<file path="src/rtl/ram_stream_port_if.sv">
// Bundle of the command, byte-stream and RAM signals of ram_stream_port.
// The DUT takes the slave view; the host/RAM side takes the master view.
interface ram_stream_port_if #(
   parameter int AW       = 8,
   parameter int LenWidth = 16
);
   logic                start_i;
   logic                mode_i;
   logic [AW-1:0]       base_i;
   logic [LenWidth-1:0] len_i;
   logic                busy_o;
   logic                done_o;
   logic                in_valid_i;
   logic [7:0]          in_data_i;
   logic                in_ready_o;
   logic                out_valid_o;
   logic [7:0]          out_data_o;
   logic                out_ready_i;
   logic [3:0]          ram_wr_en_o;
   logic [AW-1:0]       ram_addr_o;
   logic [31:0]         ram_wr_data_o;
   logic [31:0]         ram_rd_data_i;

   modport slave (
      input  start_i, mode_i, base_i, len_i,
      input  in_valid_i, in_data_i, out_ready_i, ram_rd_data_i,
      output busy_o, done_o, in_ready_o, out_valid_o, out_data_o,
      output ram_wr_en_o, ram_addr_o, ram_wr_data_o
   );

   modport master (
      output start_i, mode_i, base_i, len_i,
      output in_valid_i, in_data_i, out_ready_i, ram_rd_data_i,
      input  busy_o, done_o, in_ready_o, out_valid_o, out_data_o,
      input  ram_wr_en_o, ram_addr_o, ram_wr_data_o
   );
endinterface

</file>
<file path="src/rtl/ram_stream_port.sv">
// Byte-stream initiator for a single-port word RAM: LOAD writes a byte stream
// little-endian into RAM, DUMP reads words back out as a byte stream.
module ram_stream_port #(
   parameter int Words    = 256,
   parameter int LenWidth = 16
) (
   input logic clk_i,
   input logic reset_i,
   ram_stream_port_if.slave bus
);
   localparam int AW      = $clog2(Words);
   localparam int SW      = ((LenWidth > AW) ? LenWidth : AW) + 1;
   localparam bit IsPow2  = (Words == (1 << AW));

   typedef enum logic [2:0] {
      S_IDLE    = 3'd0,
      S_LOAD    = 3'd1,
      S_RD_REQ  = 3'd2,
      S_RD_WAIT = 3'd3,
      S_SEND    = 3'd4
   } state_t;

   state_t              r_state,   w_state_next;
   logic [AW-1:0]       r_base,    w_base_next;
   logic [LenWidth-1:0] r_len,     w_len_next;
   logic [LenWidth-1:0] r_k,       w_k_next;
   logic [31:0]         r_buf,     w_buf_next;
   logic                r_done,    w_done_next;
   logic [3:0]          r_wr_en,   w_wr_en_next;
   logic [AW-1:0]       r_addr,    w_addr_next;
   logic [31:0]         r_wr_data, w_wr_data_next;

   logic [LenWidth-1:0] w_k_inc;
   logic [7:0]          w_lane [4];

   // Word address of byte k relative to base, wrapping modulo Words.
   function automatic logic [AW-1:0] addr_of(input logic [AW-1:0] base,
                                             input logic [LenWidth-1:0] k);
      logic [SW-1:0] sum;
      sum = SW'(base) + SW'(k >> 2);
      if (IsPow2) begin
         return sum[AW-1:0];
      end
      return AW'(sum % SW'(Words));
   endfunction

   assign w_k_inc = r_k + LenWidth'(1);

   for (genvar gi = 0; gi < 4; gi++) begin : g_lane
      assign w_lane[gi] = r_buf[8*gi +: 8];
   end

   always_comb begin
      w_state_next   = r_state;
      w_base_next    = r_base;
      w_len_next     = r_len;
      w_k_next       = r_k;
      w_buf_next     = r_buf;
      w_done_next    = 1'b0;
      w_wr_en_next   = 4'b0000;
      w_addr_next    = r_addr;
      w_wr_data_next = r_wr_data;

      unique case (r_state)
         S_IDLE: begin
            if (bus.start_i) begin
               w_base_next = bus.base_i;
               w_len_next  = bus.len_i;
               w_k_next    = '0;
               if (bus.len_i == '0) begin
                  w_done_next = 1'b1;
               end else if (!bus.mode_i) begin
                  w_state_next = S_LOAD;
               end else begin
                  w_state_next = S_RD_REQ;
                  w_addr_next  = addr_of(bus.base_i, '0);
               end
            end
         end

         S_LOAD: begin
            if (bus.in_valid_i) begin
               w_wr_en_next   = 4'b0001 << r_k[1:0];
               w_addr_next    = addr_of(r_base, r_k);
               w_wr_data_next = {4{bus.in_data_i}};
               w_k_next       = w_k_inc;
               if (w_k_inc == r_len) begin
                  w_state_next = S_IDLE;
                  w_done_next  = 1'b1;
               end
            end
         end

         S_RD_REQ: begin
            w_state_next = S_RD_WAIT;
         end

         S_RD_WAIT: begin
            w_buf_next   = bus.ram_rd_data_i;
            w_state_next = S_SEND;
         end

         S_SEND: begin
            if (bus.out_ready_i) begin
               w_k_next = w_k_inc;
               if (w_k_inc == r_len) begin
                  w_state_next = S_IDLE;
                  w_done_next  = 1'b1;
               end else if (w_k_inc[1:0] == 2'b00) begin
                  w_state_next = S_RD_REQ;
                  w_addr_next  = addr_of(r_base, w_k_inc);
               end
            end
         end

         default: begin
            w_state_next = S_IDLE;
         end
      endcase
   end

   always_ff @(posedge clk_i) begin
      if (reset_i) begin
         r_state   <= S_IDLE;
         r_base    <= '0;
         r_len     <= '0;
         r_k       <= '0;
         r_buf     <= '0;
         r_done    <= 1'b0;
         r_wr_en   <= 4'b0000;
         r_addr    <= '0;
         r_wr_data <= '0;
      end else begin
         r_state   <= w_state_next;
         r_base    <= w_base_next;
         r_len     <= w_len_next;
         r_k       <= w_k_next;
         r_buf     <= w_buf_next;
         r_done    <= w_done_next;
         r_wr_en   <= w_wr_en_next;
         r_addr    <= w_addr_next;
         r_wr_data <= w_wr_data_next;
      end
   end

   // Stream-side controls decode straight from the state register.
   assign bus.busy_o        = (r_state != S_IDLE);
   assign bus.done_o        = r_done;
   assign bus.in_ready_o    = (r_state == S_LOAD);
   assign bus.out_valid_o   = (r_state == S_SEND);
   assign bus.out_data_o    = (r_state == S_SEND) ? w_lane[r_k[1:0]] : 8'h00;
   assign bus.ram_wr_en_o   = r_wr_en;
   assign bus.ram_addr_o    = r_addr;
   assign bus.ram_wr_data_o = r_wr_data;
endmodule

</file>
<file path="src/flat_wrapper.sv">
// flat-port wrapper written by rule: the top's interface ports become plain ports
module ram_stream_port_flat 
#(
   parameter int Words    = 256,
   parameter int LenWidth = 16
)
  (clk_i, reset_i, bus_start_i, bus_mode_i, bus_base_i, bus_len_i, bus_in_valid_i, bus_in_data_i, bus_out_ready_i, bus_ram_rd_data_i, bus_busy_o, bus_done_o, bus_in_ready_o, bus_out_valid_o, bus_out_data_o, bus_ram_wr_en_o, bus_ram_addr_o, bus_ram_wr_data_o);
  ram_stream_port_if #(.LenWidth(LenWidth)) bus_i ();
  input logic clk_i;
  input logic reset_i;
  input wire logic [$bits(bus_i.start_i)-1:0] bus_start_i;
  input wire logic [$bits(bus_i.mode_i)-1:0] bus_mode_i;
  input wire logic [$bits(bus_i.base_i)-1:0] bus_base_i;
  input wire logic [$bits(bus_i.len_i)-1:0] bus_len_i;
  input wire logic [$bits(bus_i.in_valid_i)-1:0] bus_in_valid_i;
  input wire logic [$bits(bus_i.in_data_i)-1:0] bus_in_data_i;
  input wire logic [$bits(bus_i.out_ready_i)-1:0] bus_out_ready_i;
  input wire logic [$bits(bus_i.ram_rd_data_i)-1:0] bus_ram_rd_data_i;
  output wire logic [$bits(bus_i.busy_o)-1:0] bus_busy_o;
  output wire logic [$bits(bus_i.done_o)-1:0] bus_done_o;
  output wire logic [$bits(bus_i.in_ready_o)-1:0] bus_in_ready_o;
  output wire logic [$bits(bus_i.out_valid_o)-1:0] bus_out_valid_o;
  output wire logic [$bits(bus_i.out_data_o)-1:0] bus_out_data_o;
  output wire logic [$bits(bus_i.ram_wr_en_o)-1:0] bus_ram_wr_en_o;
  output wire logic [$bits(bus_i.ram_addr_o)-1:0] bus_ram_addr_o;
  output wire logic [$bits(bus_i.ram_wr_data_o)-1:0] bus_ram_wr_data_o;
  assign bus_i.start_i = bus_start_i;
  assign bus_i.mode_i = bus_mode_i;
  assign bus_i.base_i = bus_base_i;
  assign bus_i.len_i = bus_len_i;
  assign bus_i.in_valid_i = bus_in_valid_i;
  assign bus_i.in_data_i = bus_in_data_i;
  assign bus_i.out_ready_i = bus_out_ready_i;
  assign bus_i.ram_rd_data_i = bus_ram_rd_data_i;
  assign bus_busy_o = bus_i.busy_o;
  assign bus_done_o = bus_i.done_o;
  assign bus_in_ready_o = bus_i.in_ready_o;
  assign bus_out_valid_o = bus_i.out_valid_o;
  assign bus_out_data_o = bus_i.out_data_o;
  assign bus_ram_wr_en_o = bus_i.ram_wr_en_o;
  assign bus_ram_addr_o = bus_i.ram_addr_o;
  assign bus_ram_wr_data_o = bus_i.ram_wr_data_o;
  ram_stream_port #(.Words(Words), .LenWidth(LenWidth)) u_core (.clk_i(clk_i), .reset_i(reset_i), .bus(bus_i));
endmodule
</file>
<file path="config.mk">
export PLATFORM = sky130hd
export DESIGN_NAME = ram_stream_port_flat
export DESIGN_NICKNAME = d
export VERILOG_FILES = /design/src/rtl/ram_stream_port_if.sv /design/src/rtl/ram_stream_port.sv /design/src/flat_wrapper.sv
export SDC_FILE = /design/constraint.sdc
export NUM_CORES = 1
export LEC_CHECK = 0
export CAP_MARGIN = 10
export CELL_PAD_IN_SITES_DETAIL_PLACEMENT = 0
export CELL_PAD_IN_SITES_GLOBAL_PLACEMENT = 2
export CORE_MARGIN = 8
export CORE_UTILIZATION = 29
export CTS_BUF_LIST = sky130_fd_sc_hd__clkbuf_4
export DETAILED_ROUTE_END_ITERATION = 10
export MAX_ROUTING_LAYER = met4
export PLACE_DENSITY = 0.9
export RECOVER_POWER = 25
export SLEW_MARGIN = 20
export SYNTH_ARGS = -nofsm -noshare
export SYNTH_HDL_FRONTEND = slang
export SYNTH_SLANG_ARGS = --single-unit
export TNS_END_PERCENT = 5
</file>
<file path="constraint.sdc">
create_clock -name clk_i -period 3.7 [get_ports clk_i]
set_clock_uncertainty 0.1 [all_clocks]
set_input_delay 0.555 -clock clk_i [delete_from_list [all_inputs] [get_ports clk_i]]
set_output_delay 0.555 -clock clk_i [all_outputs]
set_load 0.05 [all_outputs]
</file>
==> results.md <==
* Via density at 4.86
* Post-synth ARST share at 0%
* Syn nets at 757
* Pre-antenna DRT Iters at 4
* Worst reg2reg setup slack at 0.66 ns
* Kind of critical path: register to primary output
* Path type of the worst min-delay path: register to register
* First-pass GRT wire length at 25.4 mm
* Final wirelength at 16.0 mm
* Cts hold-fix bufs at 0
* P_leak at 2.45 nW
* Die ar. at 22900 µm²
* Share of post-route cells with drive strength above 1 at 7.99%
* Final-report setup violation count at 0
* Critical Path Fanout Max at 20
* Post-synthesis simple-gate area fraction at 27.1%
* P per Cell Area at 407 nW/µm²
* Worst path required time at 3.04 ns
* #FFs+latches synth at 96
* Final hold viol count at 0
* IO Port Bufs at ~130
* Hold path start: u_core.r_buf[3]
* Vias in the first global route at 4889
* Synthesized area at 5320 µm²
* Element type at the critical path start: register
* Slew HR at about a quarter
* Wire length per cell at 16.1 µm
* Congestion Overflow GR at 0
* Number of remaining DRC errors at 0
* Area growth from synthesis to layout at 26.6%
* Cells after Synth at 677
* Post-route ant nets at 0
* Die height at 151 µm
* Ant. Diodes at 0
* Status: completed
* Main area contributors after synthesis: dfxtp_1 (36%), nand2_1 (11%), a21oi_1 (9.2%)
* Max-Cap Viols at 0
* RSZ-0062 raised after global routing: false
* Setup TNS at 0 ns
* Fin. max-slew vios at 0
* Worst Setup Slack, final at 0.409 ns
* Library cells used by synthesis at 63
* Cts bufs inserted at 9
* Mapped Avg Cell Area at 7.86 µm²
* Top-area cell type share of the netlist area at 36.1%
* Antenna violations before repair at 0
* TritonCTS sink count at 96
* CTS clk-pin slew, worst paths at about 0.14 ns
* CTS resizes at 0
* Initial core utilization at 29.6%
* Tmin final at 3.29 ns
* Post-layout total power at about 2.7 mW
* Peak supply drop at 0.000159 V
* CTS tree: yes
* Worst Tran Pin Value at 1.14 ns
* Die W at 151 µm
* Drt first-iter violations at around 230
* Xor and xnor area share after synthesis at ~5%
* Area of the core at between 15000 and 20000 µm²
* Sequential share of the synthesized area at 36.1%
* Root buffer cell: clkbuf_4
* Post-CTS Setup Bufs at 0
* Worst skew pair latency at ~0.47 ns
* Count leader, synth: nand2_1
* Tot GR Track Use at 14.5%
* Max Clock Freq at 0.304 GHz
* Reg-to-reg startpoint: u_core.r_state[0]
* EDFF count, synth at 0
* Routed via count at between 4000 and 5000
* Row cnt at 49
* # fillers at ~1900
* Compound-Gate Fraction of Synth Area at 15.5%
* CP startpoint: u_core.r_k[0]
* Post-DP HPWL at around 12 mm
* H-tree levels at 3
* Pin count of the biggest net entering global routing at 78
* Worst EP arrival at ~2.6 ns
* Top cells by count, synth: nand2_1 (157), a21oi_1 (98), dfxtp_1 (96)
* Top FF cell, synth: dfxtp_1
* Fin util at between 30% and 40%
* Final Net Count at 839
* Critical Path End Type: primary output
* Mux share of post-synthesis cell area at 6.14%
* GPL Wtd Cong at 0.813
* Largest area contributor in the netlist: dfxtp_1
* Main combinational cell family by area after synthesis: simple AND/OR/NAND/NOR gates
* Fin crit share at 88.9%
* Worst hold margin at 0.363 ns
* # IOs at between 100 and 150
* Post-synthesis adder-cell area fraction at 2.49%
* Setup WS pre-CTS at about 0.7 ns
* Yosys warns at 0
* CTS max path bufs at 2
[per-layer routing]
metal	GRT usage, %	vias to the layer above	share of wire (%)
li1	-	2448	-
met1	17.5	2243	44
met2	22.7	109	48
met3	3.94	21	5.7
met4	5.00	0	2.1
met5	-	-	0
[final cells by class]
type / count / area (µm²) / area share (%)
Clock buffer: 10 / 75.1 / 1.11
Multi-Input combinational cell: 503 / 2990 / 44.4
Sequential cell: 96 / 1920 / 28.5
Clock inverter: 5 / 72.6 / 1.08
Inverter: 10 / 37.5 / 0.557
Tap cell: 229 / 287 / 4.25
Timing Repair Buffer: 139 / 1350 / 20.1
[report_power, final]
part | total [mW] | switching, mW | leakage, nW | internal [mW]
sequential | 1.18 | 0.0677 | 0.779 | 1.11
combinational | 0.932 | 0.573 | 1.59 | 0.359
clock | 0.633 | 0.360 | 0.0813 | 0.273
total | 2.74 | 1.00 | 2.45 | 1.74
[flip-flops by register name (all words and copies together) (netlist names)]
register and cells:
u_core.bus.done_o 1, u_core.bus.ram_addr_o 8, u_core.bus.ram_wr_data_o 8, u_core.bus.ram_wr_en_o 4
u_core.r_base 8, u_core.r_buf 32, u_core.r_k 16, u_core.r_len 16
u_core.r_state 3
[critical path: stages, from the launching register on]
cell	delay (ns)
dfxtp_1	0.37
buf_4	0.33
mux4_2	0.53
and3_1	0.20
clkdlybuf4s50_1	0.75
[cells by family after synthesis]
| kind of cell | Yosys count |
|---|---|
| XOR/XNOR | 30 |
| buffers and inverters | 78 |
| adder cells (fa/ha/maj) | 10 |
| AND/OR/NAND/NOR | 301 |
| multiplexers | 19 |
| AO/OA/AOI/OAI | 143 |
| flip-flops | 96 |
[path summary, 6_finish.rpt]
kind	endpoint	cells after the start
setup / recovery	bus_out_data_o[0]	4
hold reg to reg	u_core.r_buf[3]	2
setup reg to reg	u_core.bus.ram_addr_o[7]	13
hold / removal	u_core.r_buf[3]	2
[through the flow]
stage          instance area, µm²  instances
2_1_floorplan                5320        677
3_3_place_gp                 6590        977
3_5_place_dp                 6590        977
4_1_cts                      6730        992
5_1_grt                      6730        992
6_report                     6730        992
[layout by cell type, fill, tap and decap left out, types with 8 or more instances in the layout]
cell type and n:
or3_1 8, buf_4 15, mux4_2 8, and3_1 9
o21ai_0 18, xnor2_1 17, inv_1 8, clkbuf_4 10
nand3_1 10, nor2b_1 9, clkdlybuf4s50_1 124, nor3_1 10
nand2_1 157, a21oi_1 98, xor2_1 13, ha_1 9
dfxtp_1 96, nor2_1 42, nor4_1 8
(Power assumes the default switching activity.)
